<file path="src/rtl/cpu_bus_pkg.sv">
// cpu_bus_pkg: shared owner/size encodings for the sram-like CPU bus. Rev 1.0
`default_nettype none

package cpu_bus_pkg;

  typedef enum logic {
    OWNER_INST = 1'b0,
    OWNER_DATA = 1'b1
  } owner_e;

  localparam logic [1:0] SIZE_BYTE = 2'b00;
  localparam logic [1:0] SIZE_HALF = 2'b01;
  localparam logic [1:0] SIZE_WORD = 2'b10;

endpackage

`default_nettype wire

</file>
<file path="src/rtl/sram_like_arbiter_owner_fifo.sv">
// owner_fifo: in-order 1-bit owner tags for accepted, not-yet-returned transactions. Rev 1.0
`default_nettype none

module owner_fifo
  import cpu_bus_pkg::*;
#(
  parameter int DEPTH = 2,
  parameter int CNT_W = 2
) (
  input  logic             clk,
  input  logic             rst,
  input  logic             push,
  input  owner_e           push_owner,
  input  logic             pop,
  output owner_e           head_owner,
  output logic [CNT_W-1:0] count,
  output logic             full,
  output logic             empty
);

  localparam int PTR_W = (DEPTH > 1) ? $clog2(DEPTH) : 1;

  owner_e     mem [DEPTH];
  logic [PTR_W-1:0] wr_ptr, rd_ptr;
  logic do_push, do_pop;

  assign full       = (count == CNT_W'(DEPTH));
  assign empty      = (count == '0);
  assign head_owner = mem[rd_ptr];
  assign do_pop     = pop & ~empty;
  // A simultaneous pop frees the slot, so a push is legal even when full.
  assign do_push    = push & (~full | do_pop);

  function automatic logic [PTR_W-1:0] ptr_inc(input logic [PTR_W-1:0] p);
    return (p == PTR_W'(DEPTH - 1)) ? '0 : p + 1'b1;
  endfunction

  always_ff @(posedge clk) begin
    if (rst) begin
      wr_ptr <= '0;
      rd_ptr <= '0;
      count  <= '0;
    end else begin
      if (do_push) begin
        mem[wr_ptr] <= push_owner;
        wr_ptr      <= ptr_inc(wr_ptr);
      end
      if (do_pop) rd_ptr <= ptr_inc(rd_ptr);
      case ({do_push, do_pop})
        2'b10:   count <= count + 1'b1;
        2'b01:   count <= count - 1'b1;
        default: count <= count;
      endcase
    end
  end

endmodule

`default_nettype wire

</file>
<file path="src/rtl/sram_like_arbiter.sv">
// sram_like_arbiter: shares one sram-like master port between inst and data requesters.
// Rev 1.0. Optional macro ARB_ROUND_ROBIN_EN selects round-robin instead of data-first priority.
`default_nettype none

module sram_like_arbiter
  import cpu_bus_pkg::*;
#(
  parameter int OUTST_DEPTH = 2,
  parameter int CNT_W       = 2
) (
  input  logic        clk,
  input  logic        rst,
  input  logic        inst_req,
  input  logic        inst_wr,
  input  logic [1:0]  inst_size,
  input  logic [31:0] inst_addr,
  input  logic [31:0] inst_wdata,
  output logic        inst_addr_ok,
  output logic        inst_data_ok,
  output logic [31:0] inst_rdata,
  input  logic        data_req,
  input  logic        data_wr,
  input  logic [1:0]  data_size,
  input  logic [31:0] data_addr,
  input  logic [31:0] data_wdata,
  output logic        data_addr_ok,
  output logic        data_data_ok,
  output logic [31:0] data_rdata,
  output logic        m_req,
  output logic        m_wr,
  output logic [1:0]  m_size,
  output logic [31:0] m_addr,
  output logic [31:0] m_wdata,
  input  logic        m_addr_ok,
  input  logic        m_data_ok,
  input  logic [31:0] m_rdata,
  output logic        err_spurious
);

  owner_e grant, lock_owner, lock_owner_nxt, head_owner;
  logic   lock_vld, lock_vld_nxt;
  logic   gnt_req, full, empty, push, pop;
  logic [CNT_W-1:0] count;
  logic   unused_count;

`ifdef ARB_ROUND_ROBIN_EN
  owner_e last_grant;

  always_ff @(posedge clk) begin
    if (rst)       last_grant <= OWNER_INST;
    else if (push) last_grant <= grant;
  end
`endif

  always_comb begin
    grant = OWNER_DATA;
    if (lock_vld) begin
      grant = lock_owner;
    end else if (data_req && inst_req) begin
`ifdef ARB_ROUND_ROBIN_EN
      grant = (last_grant == OWNER_INST) ? OWNER_DATA : OWNER_INST;
`else
      grant = OWNER_DATA;
`endif
    end else if (inst_req) begin
      grant = OWNER_INST;
    end
  end

  // With nothing granted the default grant is DATA, so the bus shows data_* with m_req low.
  assign gnt_req = (grant == OWNER_INST) ? inst_req : data_req;
  assign m_req   = gnt_req & ~full & ~rst;
  assign m_wr    = (grant == OWNER_INST) ? inst_wr    : data_wr;
  assign m_size  = (grant == OWNER_INST) ? inst_size  : data_size;
  assign m_addr  = (grant == OWNER_INST) ? inst_addr  : data_addr;
  assign m_wdata = (grant == OWNER_INST) ? inst_wdata : data_wdata;

  assign inst_addr_ok = m_addr_ok & m_req & (grant == OWNER_INST);
  assign data_addr_ok = m_addr_ok & m_req & (grant == OWNER_DATA);

  assign push = m_req & m_addr_ok;
  assign pop  = m_data_ok & ~empty;

  assign inst_data_ok = pop & ~rst & (head_owner == OWNER_INST);
  assign data_data_ok = pop & ~rst & (head_owner == OWNER_DATA);
  assign inst_rdata   = m_rdata;
  assign data_rdata   = m_rdata;

  // Lock holds the grant across a stalled handshake; it is kept while full blocks m_req.
  always_comb begin
    lock_vld_nxt   = lock_vld;
    lock_owner_nxt = lock_owner;
    if (m_req) begin
      lock_vld_nxt   = ~m_addr_ok;
      lock_owner_nxt = grant;
    end else if (!gnt_req) begin
      lock_vld_nxt = 1'b0;
    end
  end

  always_ff @(posedge clk) begin
    if (rst) begin
      lock_vld     <= 1'b0;
      lock_owner   <= OWNER_INST;
      err_spurious <= 1'b0;
    end else begin
      lock_vld   <= lock_vld_nxt;
      lock_owner <= lock_owner_nxt;
      if (m_data_ok && empty) err_spurious <= 1'b1;
    end
  end

  owner_fifo #(
    .DEPTH (OUTST_DEPTH),
    .CNT_W (CNT_W)
  ) u_owner_fifo (
    .clk        (clk),
    .rst        (rst),
    .push       (push),
    .push_owner (grant),
    .pop        (pop),
    .head_owner (head_owner),
    .count      (count),
    .full       (full),
    .empty      (empty)
  );

  assign unused_count = ^count;

endmodule

`default_nettype wire

</file>
<file path="config.mk">
export PLATFORM = sky130hd
export DESIGN_NAME = sram_like_arbiter
export DESIGN_NICKNAME = d
export VERILOG_FILES = /design/src/rtl/cpu_bus_pkg.sv /design/src/rtl/sram_like_arbiter_owner_fifo.sv /design/src/rtl/sram_like_arbiter.sv
export SDC_FILE = /design/constraint.sdc
export NUM_CORES = 1
export LEC_CHECK = 0
export BUFFER_PORTS_ARGS = -buffer_cell sky130_fd_sc_hd__buf_2
export CAP_MARGIN = 20
export CORE_AREA = 2 2 119 121
export DETAILED_ROUTE_END_ITERATION = 8
export DIE_AREA = 0 0 121 123
export PLACE_DENSITY = 0.57
export SLEW_MARGIN = 15
export SYNTH_ARGS = -nofsm -noshare
export SYNTH_HDL_FRONTEND = slang
export SYNTH_HIERARCHICAL = 1
export SYNTH_SLANG_ARGS = --single-unit
</file>
<file path="constraint.sdc">
create_clock -name clk -period 2.4 [get_ports clk]
set_input_delay 0.24 -clock clk [delete_from_list [all_inputs] [get_ports clk]]
set_output_delay 0.24 -clock clk [all_outputs]
set_load 0.05 [all_outputs]
</file>
Yosys cells after proc, flatten, opt, wreduce, memory -nomap -nowiden. Memories as Yosys holds them, arrays and structs flattened. A register that Yosys moved wholly into a read port is not among the register bits. Cells that the tools add are included.

RAM bits: 2. Bits of input ports: 172. Flip-flop bits (word level): 7. Logic and storage cells: 55. Memories kept: 1. Output and inout bits: 137.

Bitwise gates (word level): 18. Multiplexer cells: 18. $add $sub $neg: 4. Equal/unequal tests: 4. Reductions and logical operators: 4.

Memories: u_owner_fifo.mem (depth 2, width 1, read ports 1, clocked after Yosys merged registers in 1, write ports 1, RTL line sram_like_arbiter_owner_fifo.sv:23) `owner_e mem [DEPTH];`.

Operators by type and width (number): two-way mux 32 bit (2); two-way mux 1 bit (14); bitwise AND 1 bit (11); inverter 1 bit (6); == test 2 bit (second input constant) (2); case mux 2 bit (2 select lines) (1); adder 1 bit (second input constant) (2); adder 2 x 1 -> 2 bit (second input constant) (1); == test 2 x 1 -> 1 bit (second input constant) (1); logical AND 1 bit (2); logical NOT 2 bit (1); two-way mux 2 bit (1); inequality test 2 bit (second input constant) (1); nonzero test 2 bit (1); subtractor 2 x 1 -> 2 bit (second input constant) (1); bitwise OR 1 bit (1).

Longest topological paths before layout.
Word-level depth: 11. Gate-level depth with buffers: 9. Gate-level depth less buffers: 9.

Cells and area by module. Netlist, hierarchy kept.

By module, submodules not included: sram_like_arbiter (sequential area each 60.1 µm², cells an instance 165, area each 1601.5 µm², times used 1); owner_fifo (sequential area each 160.2 µm², cells an instance 29, area each 305.3 µm², times used 1).

Worst setup path before layout. No wires, ideal clock.

Path kind: register to output. From: reg u_owner_fifo.count[0]. To: out m_req. Data arrival time: 2183 ps. Cell stages (with the launch flop): 4. Slack: -23 ps. Path buffers: 0. Required time: 2160 ps. Cells stage by stage: dfxtp_1 nand2b_1 inv_1 nor4_1.

Cells in the longest elaborated chain, start to end: 4.

Ends and longest elaborated chain: start: declaration (RTL line sram_like_arbiter_owner_fifo.sv:16) `output logic [CNT_W-1:0] count,`; start signal: assignment (RTL line sram_like_arbiter_owner_fifo.sv:50) `2'b10: count <= count + 1'b1;`; start signal: assignment (RTL line sram_like_arbiter_owner_fifo.sv:51) `2'b01: count <= count - 1'b1;`; start signal: assignment (RTL line sram_like_arbiter_owner_fifo.sv:52) `default: count <= count;`; == test 2 bit (RTL line sram_like_arbiter_owner_fifo.sv:27) `assign full = (count == CNT_W'(DEPTH));`; named net full (RTL line sram_like_arbiter.sv:42) `logic gnt_req, full, empty, push, pop;`; inverter 1 bit (RTL line sram_like_arbiter.sv:72) `assign m_req = gnt_req & ~full & ~rst;`; bitwise AND 1 bit (2 in a row) (RTL line sram_like_arbiter.sv:72); end: declaration (RTL line sram_like_arbiter.sv:29) `output logic m_req,`.

The timed path passes the listed nets, and every way through them passes these cells.

Worst setup path in the final report.
From: reg u_owner_fifo.count[0]. To: reg u_owner_fifo.count[1].

Cells in the longest elaborated chain, start to end: 8. Elaborated cells on any way between the ends: 17. Classes of those cells: add/sub: 2; eq/ne: 3; mux: 1; bitwise: 9; reduce/logical: 2.

Ends and longest elaborated chain: == test 2 bit (*) (RTL line sram_like_arbiter_owner_fifo.sv:27); named net full (RTL line sram_like_arbiter.sv:42); inverter 1 bit (*) (RTL line sram_like_arbiter.sv:72); bitwise AND 1 bit (*) (2 in a row) (RTL line sram_like_arbiter.sv:72); bitwise AND 1 bit (*) (RTL line sram_like_arbiter.sv:81) `assign push = m_req & m_addr_ok;`; named net push (RTL line sram_like_arbiter.sv:42); bitwise AND 1 bit (*) (RTL line sram_like_arbiter_owner_fifo.sv:32) `assign do_push = push & (~full | do_pop);`; == test 2 x 1 -> 1 bit / == test 2 bit (equally long branches) (RTL line sram_like_arbiter_owner_fifo.sv:49) `case ({do_push, do_pop})`; case mux 2 bit (2 select lines) / nonzero test 2 bit (equally long branches).

The timed path passes the listed nets; every way through them passes the cells marked *. A chain may end at the register's enable or synchronous reset.

==> results.toml <==
[yosys]
synthXorXnorAreaFrac = 0.0138
synth.lib_cells_used.distinct = 30
synth_compound_area_frac = 0.0354
yosys.area_share.adder = 0.00656
synthesis.area_um2 = 1910
synth.area.top_cells = "mux2_2, buf_4, mux2_4"
dominant_combinational_cell_family_by_area_after_synthesis = "multiplexers"
avgSynthCellArea_um2 = 9.83
synth_top_area_cell = "mux2_2"
synthesis.nets = 367
yosys.area_share.simple = 0.0833
synth_largest_type_area_fraction = 0.295
postSynthCellCount = 194
synth_sequential_area_ratio = 0.115
yosys-mux-area-fraction = 0.450
postSynthRegisterBits = 10
yosysWarningCount = 6

[clock_network]
ctsHoldBuffers = 0
insertion_delay_ps = 240
cts.clk_slew.worst_paths_ps = 40
cts_tree = "done"
cts_num_sinks = 10
cts-root-buf = "clkbuf_16"
h-tree-depth = 1
postCtsResizedCells = 0
cts-root-to-sink-buffers = 2
cts.repair_timing.setup_buffer_count = 0
cts_buffers = 3

[outcome]
status = "completed"

[global_routing]
grt_max_degree = 32
grt_antenna_before_repair = 0
grtUsageTotal = 0.0707
grt-ovfl-total = 0
global_route_wire_length_before_repair_um = 8160
via_count_of_the_first_global_routing_pass = 1662

[floorplanning]
io_pins = 309
initial_utilization = 0.140
placement_rows = 43
die_w_um = 121
core_region_area_um2 = 13600
die_y_um = 123
die_outline_area_um2 = 14900

[worst_setup_path]
critPathKind = "flop to flop"
worst-path-max-fanout = 6
path_cells = "nand2b_1 > inv_1 > nor3b_2 > nor3b_2 > o21ai_2 > ha_1 > or3_1 > a21oi_1"
critPathLaunchType = "flop"
max_stage_delay_cell_worst_path = "dfxtp_1"
cp.arrival_ps = 2350
cp_data_required_time_ps = 2570
slowest_delay_ps = 410
path_delay_family = "simple AND/OR/NAND/NOR gates"
critical_path.n_buffers_inverters = 1
crit_path_end_kind = "flop"
cp_common_cell = "nor3b_2"

[timing]
fin_setup_tns_ps = 0
final-hold-violation-count = 0
final-setup-viol-count = 0
hold_slack_ps = 250
max_freq_mhz = 459
fin_skew_ps = 0.693
final.period_utilization = 0.907
maxSlewViolCount = 0
min_period_ps = 2180
slew-limit-headroom = 0.790
rsz0062_at_grt = "false"
timing.final.ws_setup_ps = 223
tightest_slew_ps = 314

[min_path]
min-delay-path-class = "input pin to flop"

[final_layout]
final_design_area_no_fill_um2 = 2800
layout-drive-gt1-share = 0.863
final_net_count = 517
antenna_cells = 0
areaGrowthSynthToFinish_pct = 46.6
multi_input_comb_area_um2 = 1140
n_fill_cell = 1496
layout.core_utilization = 0.205
sequential_cell_area_um2 = 220
instances_no_fill = 523

[placement]
gp_congestion = 0.704
post_dp_cell_area_um2 = 2710
place_inst = 519
preCtsSetupSlack_ps = 99.9
detailedPlacementHpwl_um = 5470
io_buffer_count = 212

[drt]
dr.first_iter.drc_count = 23
via_count = 1899
ant_nets = 0
drc = 0
vias_per_cell = 3.63
routed_wl_um = 6270
drt_pass1_iterations = 4
routed_wire_length_per_instance_um = 12.0

[power]
ir_drop_mv = 0.349
power.density_nw_per_um2 = 505
design_power_total_mw = 1.41
p_leak_nw = 1.45

[run]
drv.max_cap_violation_count = 0
==> kinds of logic (layout without fill, tap and decap cells) <==
group                    Yosys count  after routing
adder cells (fa/ha/maj)            1              1
buffers and inverters             74            223
multiplexers                      70             70
AO/OA/AOI/OAI                     10             10
AND/OR/NAND/NOR                   26             26
XOR/XNOR                           3              3
flip-flops                        10             10
==> worst register-to-register path: cells and delay by family, from the launching register on <==
family	cells	cell delay, ps
and+or+nand+nor	4	1010
DFF	1	410
adders and majority gates	1	350
AOI/OAI and AO/OA	2	250
buffers and inverters	1	110
==> report_power, final <==
part	total (mW)	leakage (nW)	internal, mW	switching, mW
Combinational	0.924	1.33	0.326	0.597
Clock	0.297	0.0385	0.218	0.0783
Sequential	0.191	0.0834	0.182	0.00825
Total	1.41	1.45	0.727	0.684
==> Yosys cell counts (all sizes together) <==
cell	count
a21oi	4
and3	2
o21ai	5
o21a	1
nand2b	3
or3b	1
dfxtp	8
ha	1
edfxtp	2
nor4	2
or3	1
and3b	1
nor3b	4
xnor2	2
mux2i	1
nor2	8
nor3	1
and2	1
xor2	1
inv	2
buf	72
nor2b	2
mux2	69
==> final timing paths <==
path / from / end / slack, ps / cells past startpoint
worst max-delay path: u_owner_fifo/count[0] / u_owner_fifo/count[1] / 220 / 8
worst min-delay path: m_data_ok / err_spurious / 250 / 3
worst max register to register: u_owner_fifo/count[0] / u_owner_fifo/count[1] / 220 / 8
worst min register to register: err_spurious / err_spurious / 470 / 2
==> flip-flops by register name (all words and copies together), names as in the netlist, named ones only <==
name	cells
lock_vld	1
u_owner_fifo/mem	2
u_owner_fifo/wr_ptr	1
err_spurious	1
u_owner_fifo/rd_ptr	1
lock_owner	1
u_owner_fifo/count	2
==> area by class of cell <==
| cell class | instances | area share |
|---|---|---|
| Tap cell | 180 | 0.0806 |
| Sequential cell | 10 | 0.0788 |
| Timing Repair Buffer | 217 | 0.402 |
| Clock inverter | 1 | 0.00134 |
| Inverter | 2 | 0.00269 |
| Multi-Input combinational cell | 110 | 0.408 |
| Clock buffer | 3 | 0.0269 |
==> placed cells by master (no fill, tap or decap), types with 3 or more instances in the layout <==
cell and instances:
buf_4 3, dfxtp_1 8, mux2_4 19, o21ai_0 3, mux2_2 50, nor2_1 8, a21oi_1 4, buf_2 212
clkbuf_16 3
==> routing by layer <==
metal / wire length, um / GRT usage / up-vias
met5: 0 / 0 / -
met4: 191 / 0.0320 / 0
met3: 717 / 0.0157 / 25
met2: 3130 / 0.132 / 138
met1: 2230 / 0.0757 / 831
li1: - / - / 905
(Power assumes the default switching activity.)
